### config.mk
export PLATFORM = sky130hd
export DESIGN_NAME = jump_motion_ctl
export DESIGN_NICKNAME = d
export VERILOG_FILES = /design/src/rtl/jump_motion_ctl.sv
export SDC_FILE = /design/constraint.sdc
export NUM_CORES = 1
export LEC_CHECK = 0
export ABC_AREA = 1
export CAP_MARGIN = 20
export CORE_MARGIN = 2
export CORE_UTILIZATION = 35
export CTS_CLUSTER_DIAMETER = 80
export DETAILED_ROUTE_END_ITERATION = 7
export SYNTH_ARGS = -nofsm -noshare
export SYNTH_HDL_FRONTEND = slang
export SYNTH_SLANG_ARGS = --single-unit
### constraint.sdc
create_clock -name clk -period 3.9 [get_ports clk]
set_input_delay 0.585 -clock clk [delete_from_list [all_inputs] [get_ports clk]]
set_output_delay 0.585 -clock clk [all_outputs]
set_load 0.1 [all_outputs]
### src/rtl/jump_motion_ctl.sv
// jump_motion_ctl: two-axis tick-driven player motion (walk, charge, ballistic jump, ceiling/walls).
// Latency: outputs are registered and change one clk after the deciding edge; motion steps only on ticks.
// Backpressure: none; keys are sampled as levels every clk and the draw stage consumes value_x/value_y directly.
//
// Ports: clk, rst (sync, active-high); key_space/key_left/key_right (level keys);
//        value_x/value_y (player left/top edge), state_o (GROUND=0, CHARGE=1, AIR=2, LAND=3),
//        charge_o (charge count), on_ground (high outside AIR).
// Option: define JUMP_WALL_BOUNCE_EN to reflect vx off side walls scaled by BOUNCE_NUM/BOUNCE_DEN;
//         otherwise a wall hit zeroes vx and the player slides down the wall.
module jump_motion_ctl #(
   parameter int POS_W           = 12,
   parameter int SCREEN_WIDTH    = 800,
   parameter int SCREEN_HEIGHT   = 600,
   parameter int RECT_WIDTH      = 48,
   parameter int RECT_HEIGHT     = 64,
   parameter int X_START         = 0,
   parameter int CLOCKS_PER_TICK = 1_000_000,
   parameter int GRAVITY         = 1,
   parameter int MAX_FALL        = 24,
   parameter int WALK_SPEED      = 2,
   parameter int JUMP_VY_BASE    = 4,
   parameter int MAX_CHARGE      = 32,
   parameter int BOUNCE_NUM      = 3,
   parameter int BOUNCE_DEN      = 4
) (
   input  logic                             clk,
   input  logic                             rst,
   input  logic                             key_space,
   input  logic                             key_left,
   input  logic                             key_right,
   output logic [POS_W-1:0]                 value_x,
   output logic [POS_W-1:0]                 value_y,
   output logic [1:0]                       state_o,
   output logic [$clog2(MAX_CHARGE+1)-1:0]  charge_o,
   output logic                             on_ground
);

   localparam int VW      = POS_W + 1;  // signed velocity width
   localparam int CAW     = POS_W + 2;  // signed candidate-position width
   localparam int CW      = $clog2(MAX_CHARGE + 1);
   localparam int TW      = (CLOCKS_PER_TICK > 1) ? $clog2(CLOCKS_PER_TICK) : 1;
   localparam int FLOOR_Y = SCREEN_HEIGHT - RECT_HEIGHT - 1;
   localparam int X_MAX   = SCREEN_WIDTH - RECT_WIDTH;

   localparam logic signed [CAW-1:0] ZERO_C  = '0;
   localparam logic signed [CAW-1:0] FLOOR_C = CAW'(FLOOR_Y);
   localparam logic signed [CAW-1:0] XMAX_C  = CAW'(X_MAX);
   localparam logic signed [CAW-1:0] WALK_C  = CAW'(WALK_SPEED);
   localparam logic signed [VW-1:0]  GRAV_V  = VW'(GRAVITY);
   localparam logic signed [VW-1:0]  MAXF_V  = VW'(MAX_FALL);
   localparam logic signed [VW-1:0]  BASE_V  = VW'(JUMP_VY_BASE);
   localparam logic signed [VW-1:0]  ONE_V   = VW'(1);
   localparam logic [CW-1:0]         MAXC_C  = CW'(MAX_CHARGE);
   localparam logic [TW-1:0]         TMAX_C  = TW'(CLOCKS_PER_TICK - 1);

   typedef enum logic [1:0] {
      S_GROUND = 2'd0,
      S_CHARGE = 2'd1,
      S_AIR    = 2'd2,
      S_LAND   = 2'd3
   } state_t;

   state_t                 state_q, state_d;
   logic [POS_W-1:0]       x_q, x_d, y_q, y_d;
   logic signed [VW-1:0]   vx_q, vx_d, vy_q, vy_d;
   logic [CW-1:0]          charge_q, charge_d;
   logic [TW-1:0]          cnt_q;
   logic                   space_prev_q;

   logic                   tick;
   logic                   space_rise;
   logic signed [CAW-1:0]  x_ext, y_ext, nx, ny, walk_l, walk_r;
   logic signed [VW-1:0]   vy_grav, vy_fall;
   logic [CW-1:0]          charge_inc, launch_chg;
   logic signed [VW-1:0]   chg_ext, launch_vy, launch_mag, launch_vx;
   logic signed [VW-1:0]   wall_vx;

   assign tick       = (cnt_q == TMAX_C);
   assign space_rise = key_space & ~space_prev_q;

   // Candidates in a two-bit-wider signed domain so underflow and overshoot are visible before clamping.
   assign x_ext  = $signed({2'b00, x_q});
   assign y_ext  = $signed({2'b00, y_q});
   assign nx     = x_ext + CAW'(vx_q);
   assign ny     = y_ext + CAW'(vy_q);
   assign walk_l = x_ext - WALK_C;
   assign walk_r = x_ext + WALK_C;

   assign vy_grav = vy_q + GRAV_V;
   assign vy_fall = (vy_grav > MAXF_V) ? MAXF_V : vy_grav;

   assign charge_inc = (charge_q >= MAXC_C) ? MAXC_C : charge_q + CW'(1);

   // A launch while space is still held can only be the auto-jump, which always uses full charge;
   // a release launches with whatever has been accumulated so far.
   assign launch_chg = key_space ? MAXC_C : charge_q;
   assign chg_ext    = $signed({{(VW-CW){1'b0}}, launch_chg});
   assign launch_vy  = -(BASE_V + (chg_ext >>> 1));
   assign launch_mag = (chg_ext >>> 2) + ONE_V;
   assign launch_vx  = (key_right & ~key_left) ?  launch_mag :
                       (key_left & ~key_right) ? -launch_mag : '0;

`ifdef JUMP_WALL_BOUNCE_EN
   logic signed [31:0] bounce_prod, bounce_quot;
   assign bounce_prod = 32'(vx_q) * BOUNCE_NUM;
   // Signed division truncates toward zero, so small speeds decay to 0 rather than to -1.
   assign bounce_quot = (-bounce_prod) / BOUNCE_DEN;
   assign wall_vx     = VW'(bounce_quot);
`else
   assign wall_vx     = '0;
`endif

   always_comb begin
      state_d  = state_q;
      x_d      = x_q;
      y_d      = y_q;
      vx_d     = vx_q;
      vy_d     = vy_q;
      charge_d = charge_q;
      case (state_q)
         S_GROUND: begin
            if (space_rise) begin
               state_d  = S_CHARGE;
               charge_d = '0;
            end else if (tick) begin
               if (key_left & ~key_right)
                  x_d = (walk_l < ZERO_C) ? '0 : POS_W'(walk_l);
               else if (key_right & ~key_left)
                  x_d = (walk_r > XMAX_C) ? POS_W'(X_MAX) : POS_W'(walk_r);
            end
         end
         S_CHARGE: begin
            if (!key_space || (tick && charge_inc == MAXC_C)) begin
               state_d  = S_AIR;
               charge_d = '0;
               vx_d     = launch_vx;
               vy_d     = launch_vy;
            end else if (tick) begin
               charge_d = charge_inc;
            end
         end
         S_AIR: begin
            if (tick) begin
               if (nx < ZERO_C) begin
                  x_d  = '0;
                  vx_d = wall_vx;
               end else if (nx > XMAX_C) begin
                  x_d  = POS_W'(X_MAX);
                  vx_d = wall_vx;
               end else begin
                  x_d  = POS_W'(nx);
               end
               // Vertical outcome is decided after x so a floor contact overrides any wall vx.
               if (ny < ZERO_C) begin
                  y_d  = '0;
                  vy_d = '0;
               end else if (ny >= FLOOR_C) begin
                  y_d     = POS_W'(FLOOR_Y);
                  vx_d    = '0;
                  vy_d    = '0;
                  state_d = S_LAND;
               end else begin
                  y_d  = POS_W'(ny);
                  vy_d = vy_fall;
               end
            end
         end
         S_LAND: begin
            if (tick)
               state_d = S_GROUND;
         end
         default: state_d = S_GROUND;
      endcase
   end

   always_ff @(posedge clk) begin
      if (rst) begin
         state_q      <= S_GROUND;
         x_q          <= POS_W'(X_START);
         y_q          <= POS_W'(FLOOR_Y);
         vx_q         <= '0;
         vy_q         <= '0;
         charge_q     <= '0;
         cnt_q        <= '0;
         space_prev_q <= 1'b0;
      end else begin
         state_q      <= state_d;
         x_q          <= x_d;
         y_q          <= y_d;
         vx_q         <= vx_d;
         vy_q         <= vy_d;
         charge_q     <= charge_d;
         cnt_q        <= tick ? '0 : cnt_q + TW'(1);
         space_prev_q <= key_space;
      end
   end

   assign value_x   = x_q;
   assign value_y   = y_q;
   assign state_o   = state_q;
   assign charge_o  = charge_q;
   assign on_ground = (state_q != S_AIR);

endmodule
**Word level (Yosys, flattened, before mapping)**

Index checks and enable logic that the tools add are counted.

- Add/sub/neg operators: 11
- $lt $le $gt $ge: 8
- Equality and inequality tests: 16
- Mux-type cells: 40
- Bitwise logic cells: 6
- Reduce and logical (&&, ||, !) cells: 13

Operator list:

| operator | count |
|---|---|
| $mux 13 | 13 |
| $mux 12 | 11 |
| $pmux 13 s2 | 2 |
| $mux 6 | 5 |
| $add 13x13->14 | 2 |
| $lt 14x1->1 const B | 2 |
| $pmux 12 s2 | 1 |
| $add 20x1->20 const B | 1 |
| $eq 20x20->1 const B | 1 |
| $ne 2x2->1 const B | 9 |
| $ge 14x11->1 const B | 1 |
| $gt 14x11->1 const B | 1 |
| $add 12x2->13 const B | 1 |
| $add 13x2->13 const B | 1 |
| $gt 13x10->1 const B | 1 |
| $gt 13x6->1 const B | 1 |
| $lt 13x1->1 const B | 1 |
| $neg 5->13 | 1 |
| $neg 6->13 | 1 |
| $sub 12x2->13 const B | 1 |
| $mux 2 | 6 |
| $pmux 6 s2 | 1 |
| $pmux 2 s4 | 1 |
| $add 3x5->6 const A | 1 |
| other kinds (19) | 28 |

- Register bits: 79
- Input port bits: 5
- Output and inout port bits: 33

**Longest topological paths before layout**

Gate-level depths: netlist (run 1).

- Depth after elaboration: 8
- Depth in mapped cells: 19

**Worst setup path after synthesis (run 1)**

OpenSTA, ideal clock, no wires.

- Kind: flip-flop to output port
- Start: reg state_q[0], in the netlist state_o[0]
- End: out on_ground
- Data arrival time: 2.795 ns
- Required time: 3.315 ns
- Path slack: 0.520 ns
- Cell stages (with the launch flop): 6
- Path through: dfxtp_1 -> inv_1 -> ha_1 -> clkbuf_1 -> inv_1 -> clkbuf_1

- Longest elaborated chain between the ends: 1

Ends and longest elaborated chain:

| element | RTL line | RTL |
|---|---|---|
| start: declaration | 63 | `state_t state_q, state_d;` |
| start signal: assignment | 187 | `state_q <= state_d;` |
| $ne 2x2->1 | 202 | `assign on_ground = (state_q != S_AIR);` |
| end: declaration | 35 | `output logic on_ground` |

Every way passes these cells.

**Worst setup path in the final report (run 1)**

- Start: reg x_q[7], in the netlist value_x[7]
- End: reg vx_q[12]

- Longest elaborated chain between the ends: 8

Ends and longest elaborated chain:

| element | RTL line | RTL |
|---|---|---|
| start: declaration | 64 | `logic [POS_W-1:0] x_q, x_d, y_q, y_d;` |
| start signal: assignment | 179 | `x_q <= POS_W'(X_START);` |
| $add 13x13->14 * | 84 | `assign nx = x_ext + CAW'(vx_q);` |
| $gt 14x11->1 | 147 | `end else if (nx > XMAX_C) begin` |
| $mux 13 | 147 |  |
| $mux 13 * | 144 | `if (nx < ZERO_C) begin` |
| $mux 13 | 157 | `end else if (ny >= FLOOR_C) begin` |
| $mux 13 * | 154 | `if (ny < ZERO_C) begin` |
| $mux 13 * | 143 | `if (tick) begin` |
| $pmux 13 s2 * | 120 | `case (state_q)` |
| end signal: assignment | 190 | `vx_q <= vx_d;` |
| end: declaration | 65 | `logic signed [VW-1:0] vx_q, vx_d, vy_q, vy_d;` |

Every way passes the cells marked *; elsewhere a longest branch is shown, timed or not. The select of a mux whose other input is x is not followed.
A chain may end at the register's enable or synchronous reset.

==> flow_metrics.env, run 1 <==
export IMPL_p_sw_share_pct=48.13
export IMPL_clockPowerShare_pct=23.2
export IMPL_clk_path_buf_depth=2
export IMPL_async_flop_share_pct=0
export IMPL_yosysWarnings=0
export IMPL_antenna_found_initial=0
export IMPL_pwr_share_seq_pct=28.1
export IMPL_crit_chain="ha_1, nand2_1, inv_1, nand2_1, nand2_1, a21oi_1, nand3_2, nand3_1, inv_1, nand2_1, nor2_1, nand2_1, nand3_2, nand3_1, a21oi_1"
export IMPL_coreArea_um2=18150
export IMPL_finalSetupViolCount=0
export IMPL_switching_power_mw=1.913
export IMPL_syn_cell_area_um2=6536
export IMPL_cts_htree_levels=3
export IMPL_path_common_cell="nand2_1"
export IMPL_synthToLayoutAreaGrowth_pct=13.95
export IMPL_synth_top_area_share_pct=24.20
export IMPL_dieArea_um2=19780
export IMPL_cpPeakStageDelay_ns=0.62
export IMPL_die_h_um=140.7
export IMPL_skew_ns=0.006024
export IMPL_synth_seq_area_share_pct=24.20
export IMPL_worst_r2r_path_depth=15
export IMPL_die_w_um=140.7
export IMPL_period_share_pct=74.06
export IMPL_yosysMostFrequentCell="nand2_1"
export IMPL_synth_compound_area_share_pct=14.76
export IMPL_fin_setup_tns_ns=0
export IMPL_worstSetupPathType="flip-flop to flip-flop"
export IMPL_hold_end="cnt_q[0]$_SDFF_PP0_"
export IMPL_grt_max_degree=43
export IMPL_cts_tree="yes"
export IMPL_num_io_pins=38
export IMPL_grt_pass1_vias=6020
export IMPL_post_cts_buffers=0
export IMPL_io_buffer_count=37
export IMPL_fin_crit_ns=2.889
export IMPL_synth_top_area_cell="dfxtp_1"
export IMPL_cts_reportedPaths_clkPinSlew_ns=0.06
export IMPL_holdPathStages=1
export IMPL_routabilityCongestion=0.9064
export IMPL_initial_utilization_pct=36.02
export IMPL_slew_headroom_pct=33.14
export IMPL_totalWireLength_um=18550
export IMPL_combPwrFrac_pct=48.7
export IMPL_grt_pass1_wl_um=30350
export IMPL_drt_initial_drc_count=464
export IMPL_reg2reg_from="value_x[7]$_SDFFE_PP0P_"
export IMPL_synth_xor_area_share_pct=3.752
export IMPL_startpoint_type="flip-flop"
export IMPL_cp_end_kind="flip-flop"
export IMPL_antennaDiodeCount=0
export IMPL_grt_ovfl_total=0
export IMPL_drtAntennaViolNets=0
export IMPL_clock_latency_ns=0.35
export IMPL_viasPerCell=5.065
export IMPL_muxShareOfSynthArea_pct=0
export IMPL_avgRoutedWirePerCell_um=13.79
export IMPL_crit_path_top_delay_cell="dfxtp_1"
export IMPL_hp_class="flip-flop to flip-flop"
export IMPL_worstMarginPinSlew_ns=0.9997
export IMPL_synth_seq_cells=79
export IMPL_pwr_density_cell_nw_per_um2=533.5
export IMPL_fmax_ghz=0.3462
export IMPL_dr_pass1_iters=5
export IMPL_avgSynthCellArea_um2=6.047
export IMPL_synth_cells=1081
export IMPL_synthTopCellsByArea="dfxtp_1 (24%), nand2_1 (17%), inv_1 (8.7%)"
export IMPL_fillCellCount=1968
export IMPL_synth_fa_ha_area_share_pct=8.461
export IMPL_hold_buffers=0
export IMPL_hold_violations=0
export IMPL_ys_top_cells_by_count="nand2_1 (288), inv_1 (152), nor2_1 (110), nand3_1 (90), a21oi_1 (89)"
export IMPL_maxSlewViolCount=0
export IMPL_syn_num_nets=1129
export IMPL_arrival_ns=3.12
export IMPL_ys_types=46
export IMPL_dpl_hpwl_um=14320
export IMPL_vdd_drop_max_mv=0.4871
export IMPL_required_ns=4.13
export IMPL_reg2reg_to="vx_q[12]$_SDFFE_PP0P_"
export IMPL_root_buffer="clkbuf_16"
export IMPL_rsz0062_at_grt="no"
export IMPL_synth_simple_area_share_pct=38.15
export IMPL_drc_errors=0
export IMPL_r2r_setup_slack_ns=1.01
export IMPL_drive_gt1_share_pct=4.122
export IMPL_synth_edf_count=0
export IMPL_path_max_fanout=16
export IMPL_internal_power_mw=2.061
export IMPL_cts_buffers=9
export IMPL_maxCapViolations=0
export IMPL_p_leak_nw=3.392
export IMPL_std_cell_rows=49
export IMPL_cts_resized=0
export IMPL_clock_sinks=79
export IMPL_ys_flop_type="dfxtp_1"
export IMPL_hp_start="cnt_q[0]$_SDFF_PP0_"
export IMPL_track_usage_pct=18.83
export IMPL_status="finished clean"
export IMPL_hold_slack_ns=0.4761
export IMPL_synth_top_family_by_area="simple AND/OR/NAND/NOR gates"
export IMPL_num_vias=6813
export IMPL_nets=1159
sequential cells by signal, summed over array words and instances, names as in the netlist:
register / cells
cnt_q: 20
vx_q: 13
vy_q: 13
value_x: 12
value_y: 12
charge_o: 6
state_o: 2
space_prev_q: 1
final cells by class:
type / instances / area (um2) / area share (%)
Tap cell: 229 / 286.5 / 3.847
Clock buffer: 9 / 225.2 / 3.024
Sequential cell: 79 / 1582 / 21.23
Clock inverter: 7 / 96.34 / 1.293
Inverter: 155 / 581.8 / 7.811
Multi-Input combinational cell: 822 / 4257 / 57.15
Timing Repair Buffer: 44 / 420.4 / 5.644
kinds of logic (layout without fill, tap and decap cells):
kind of cell / after synthesis / after routing
and+or+nand+nor: 570 / 570
xor gates and xnor gates: 28 / 28
buffers and inverters: 180 / 215
DFF: 79 / 79
adders and majority gates: 43 / 43
AOI/OAI and AO/OA: 181 / 181
routing by layer:
layer  vias to the layer above  share of wire [%]  track usage [%]
li1                       3593                  -                -
met4                         0                1.6            5.579
met2                       172                 43            29.17
met1                      3029                 49            26.99
met5                         -                  0                0
met3                        19                6.1            3.023
power by group through the flow:
stage,Sequential [mW],Clock (mW),Combinational [mW]
4_1_cts,1.12,0.944,1.93
5_1_grt,1.14,0.969,2.17
3_3_place_gp,1.13,0,1.93
3_5_place_dp,1.13,0,1.92
6_report,1.12,0.921,1.94
2_1_floorplan,1.22,0,1.38
metrics by stage:
stage                     power [mW]  std cells  utilization, %  setup slack, ns  cell area, um2
after floorplan                2.594       1081               -           0.5201            6536
after global placement         3.063       1329           39.27            1.028            7127
after detailed placement       3.053       1329           39.27           0.9716            7127
after CTS                      3.989       1345           41.04            1.033            7448
after global routing           4.276       1345           41.04           0.7020            7448
final                          3.974       1345           41.04            1.011            7448
placed cells by master, fill, tap and decap left out, drive strengths merged, types with 22 or more instances in the layout:
cell type      netlist  final
nand4               28     28
ha                  41     41
clkdlybuf4s50        0     36
nor3                22     22
o21ai               70     70
nand3               94     94
inv                154    155
a21oi               90     90
nor2               115    115
dfxtp               79     79
xor2                24     24
nand2              291    291
worst max-delay path, delay by kind of cell (launching register included):
family          cells  cell delay [ns]
simple gates       10             1.41
buf+inv             2             0.12
compound gates      2             0.27
flops               1             0.62
fa+ha+maj           1             0.36
worst max-delay path by stage:
stage / start / end / slack, ns / cells after the start
final: value_x[7]$_SDFFE_PP0P_ / vx_q[12]$_SDFFE_PP0P_ / 1.01 / 15
after global routing: value_x[7]$_SDFFE_PP0P_ / vx_q[5]$_SDFFE_PP0P_ / 0.70 / 15
after CTS: value_x[7]$_SDFFE_PP0P_ / value_x[2]$_SDFFE_PP0P_ / 1.03 / 15
after detailed placement: key_space / vx_q[4]$_SDFFE_PP0P_ / 0.97 / 10
after global placement: key_space / vx_q[4]$_SDFFE_PP0P_ / 1.03 / 10
after floorplan: state_o[0]$_SDFFE_PP0P_ / on_ground / 0.52 / 5
(Power assumes the default switching activity.)
==> run 2, diff against run 1 <==
clock period = 2.7 ns   (was 3.9 ns; I/O delays follow)
==> flow_metrics.env, run 2 (same netlist as run 1, synthesis figures left out) <==
export IMPL_status="finished clean"
export IMPL_pwr_share_seq_pct=27.1
export IMPL_antenna_found_initial=0
export IMPL_clock_sinks=79
export IMPL_reg2reg_from="vx_q[0]$_SDFFE_PP0P_"
export IMPL_internal_power_mw=3.128
export IMPL_worstMarginPinSlew_ns=0.5721
export IMPL_cts_tree="yes"
export IMPL_clk_path_buf_depth=2
export IMPL_vdd_drop_max_mv=0.6338
export IMPL_avgRoutedWirePerCell_um=13.76
export IMPL_fin_crit_ns=2.522
export IMPL_clock_latency_ns=0.35
export IMPL_maxSlewViolCount=0
export IMPL_root_buffer="clkbuf_16"
export IMPL_totalWireLength_um=18800
export IMPL_hp_start="cnt_q[0]$_SDFF_PP0_"
export IMPL_finalSetupViolCount=0
export IMPL_worst_r2r_path_depth=10
export IMPL_dpl_hpwl_um=14540
export IMPL_reg2reg_to="vx_q[2]$_SDFFE_PP0P_"
export IMPL_post_route_util_pct=42.06
export IMPL_fin_setup_tns_ns=0
export IMPL_hold_end="cnt_q[0]$_SDFF_PP0_"
export IMPL_holdPathStages=1
export IMPL_largest_register="cnt_q"
export IMPL_maxCapViolations=0
export IMPL_nets=1181
export IMPL_r2r_setup_slack_ns=0.18
export IMPL_drt_initial_drc_count=482
export IMPL_arrival_ns=2.80
export IMPL_path_max_fanout=8
export IMPL_cp_end_kind="flip-flop"
export IMPL_rsz0062_at_grt="yes"
export IMPL_track_usage_pct=19.12
export IMPL_cts_buffers=9
export IMPL_crit_path_top_delay_cell="fa_2"
export IMPL_std_cell_rows=49
export IMPL_io_buffer_count=37
export IMPL_required_ns=2.97
export IMPL_cts_reportedPaths_clkPinSlew_ns=0.06
export IMPL_drtAntennaViolNets=0
export IMPL_coreArea_um2=18150
export IMPL_crit_chain="ha_2, fa_2, or2_2, nor2_1, nand3_1, nor3_1, nand3_1, nand3_2, nand3_1, a21oi_1"
export IMPL_startpoint_type="flip-flop"
export IMPL_hold_slack_ns=0.4610
export IMPL_clockPowerShare_pct=22.1
export IMPL_slew_headroom_pct=61.82
export IMPL_largest_register_ffs=20
export IMPL_num_vias=6913
export IMPL_drive_gt1_share_pct=11.26
export IMPL_final_cell_mix="nand2_1 (286), inv_1 (152), nor2_1 (109), nand3_1 (90), a21oi_1 (88)"
export IMPL_grt_ovfl_total=0
export IMPL_pwr_density_cell_nw_per_um2=781.4
export IMPL_antennaDiodeCount=0
export IMPL_hold_buffers=0
export IMPL_die_w_um=140.7
export IMPL_drc_errors=0
export IMPL_hp_class="flip-flop to flip-flop"
export IMPL_cpPeakStageDelay_ns=0.46
export IMPL_grt_max_degree=29
export IMPL_grt_pass1_vias=6344
export IMPL_dr_pass1_iters=5
export IMPL_die_h_um=140.7
export IMPL_dieArea_um2=19780
export IMPL_cts_htree_levels=3
export IMPL_hold_violations=0
export IMPL_combPwrFrac_pct=50.7
export IMPL_routabilityCongestion=0.9313
export IMPL_period_share_pct=93.42
export IMPL_p_total_mw=5.965
export IMPL_p_leak_nw=3.571
export IMPL_viasPerCell=5.061
export IMPL_switching_power_mw=2.837
export IMPL_fillCellCount=1975
export IMPL_synthToLayoutAreaGrowth_pct=16.79
export IMPL_grt_pass1_wl_um=31130
export IMPL_initial_utilization_pct=36.02
export IMPL_worstSetupPathType="flip-flop to flip-flop"
export IMPL_path_common_cell="nand3_1"
export IMPL_final_common_cell="nand2_1"
export IMPL_reg_top3="cnt_q (20), vx_q (13), vy_q (13)"
export IMPL_p_sw_share_pct=47.55
export IMPL_num_io_pins=38
export IMPL_skew_ns=0.007375
export IMPL_fmax_ghz=0.3965
[run 2: how the worst max path moves through the flow]
stage | from | endpoint | slack (ns) | cells past startpoint
after floorplan | value_x[5]$_SDFFE_PP0P_ | value_x[0]$_SDFFE_PP0P_ | 0.003 | 15
after global placement | value_x[0]$_SDFFE_PP0P_ | vx_q[7]$_SDFFE_PP0P_ | 0.13 | 14
after detailed placement | value_x[0]$_SDFFE_PP0P_ | value_x[2]$_SDFFE_PP0P_ | 0.07 | 14
after CTS | value_x[0]$_SDFFE_PP0P_ | value_x[2]$_SDFFE_PP0P_ | 0.04 | 14
after global routing | vy_q[9]$_SDFFE_PP0P_ | vx_q[10]$_SDFFE_PP0P_ | -0.01 | 14
final | vx_q[0]$_SDFFE_PP0P_ | vx_q[2]$_SDFFE_PP0P_ | 0.18 | 10
[run 2: stage by stage]
step	cells	cell area (um2)	worst slack, ns
finish	1366	7634	0.1778
global route	1366	7634	-0.01140
CTS	1364	7547	0.04006
detailed placement	1349	7233	0.06645
global placement	1349	7233	0.1299
floorplan	1081	6561	0.003316
[run 2: repair_timing]
item | in CTS | in global routing
buffers inserted | 0 | 1
setup endpoints to repair | 0 | 30
endpoints found under the hold margin | 0 | 0
gates resized for setup | 0 | 16
[run 2: power by group through the flow]
stage	registers, mW	clock network (mW)	logic (mW)
after floorplan	1.76	0	1.99
after global placement	1.64	0	2.90
after detailed placement	1.63	0	2.92
after CTS	1.61	1.35	2.93
after global routing	1.65	1.39	3.39
final	1.62	1.32	3.03
[run 2: final cells by class]
type                    instances  area, um2  area share, %
clock buffers                  12      246.5          3.229
clock inverters                 3      67.56         0.8851
inverters                     155      584.3          7.654
multi-input cells             823       4318          56.56
flip-flops and latches         79       1608          21.06
well taps                     229      286.5          3.753
repair buffers                 65      523.0          6.851
[run 2: metal layers]
| metal | track usage [%] | up-vias | part of all wire, % |
|---|---|---|---|
| met1 | 27.86 | 3119 | 51 |
| met5 | 0 | - | 0 |
| met3 | 3.057 | 16 | 4.5 |
| met4 | 3.789 | 0 | 0.78 |
| met2 | 29.99 | 142 | 44 |
| li1 | - | 3636 | - |
[run 2: critical path, delay by kind of cell (launching register included)]
kind / cells / cell delay [ns]
simple gates: 7 / 1.30
fa+ha+maj: 2 / 0.69
flops: 1 / 0.35
compound gates: 1 / 0.13
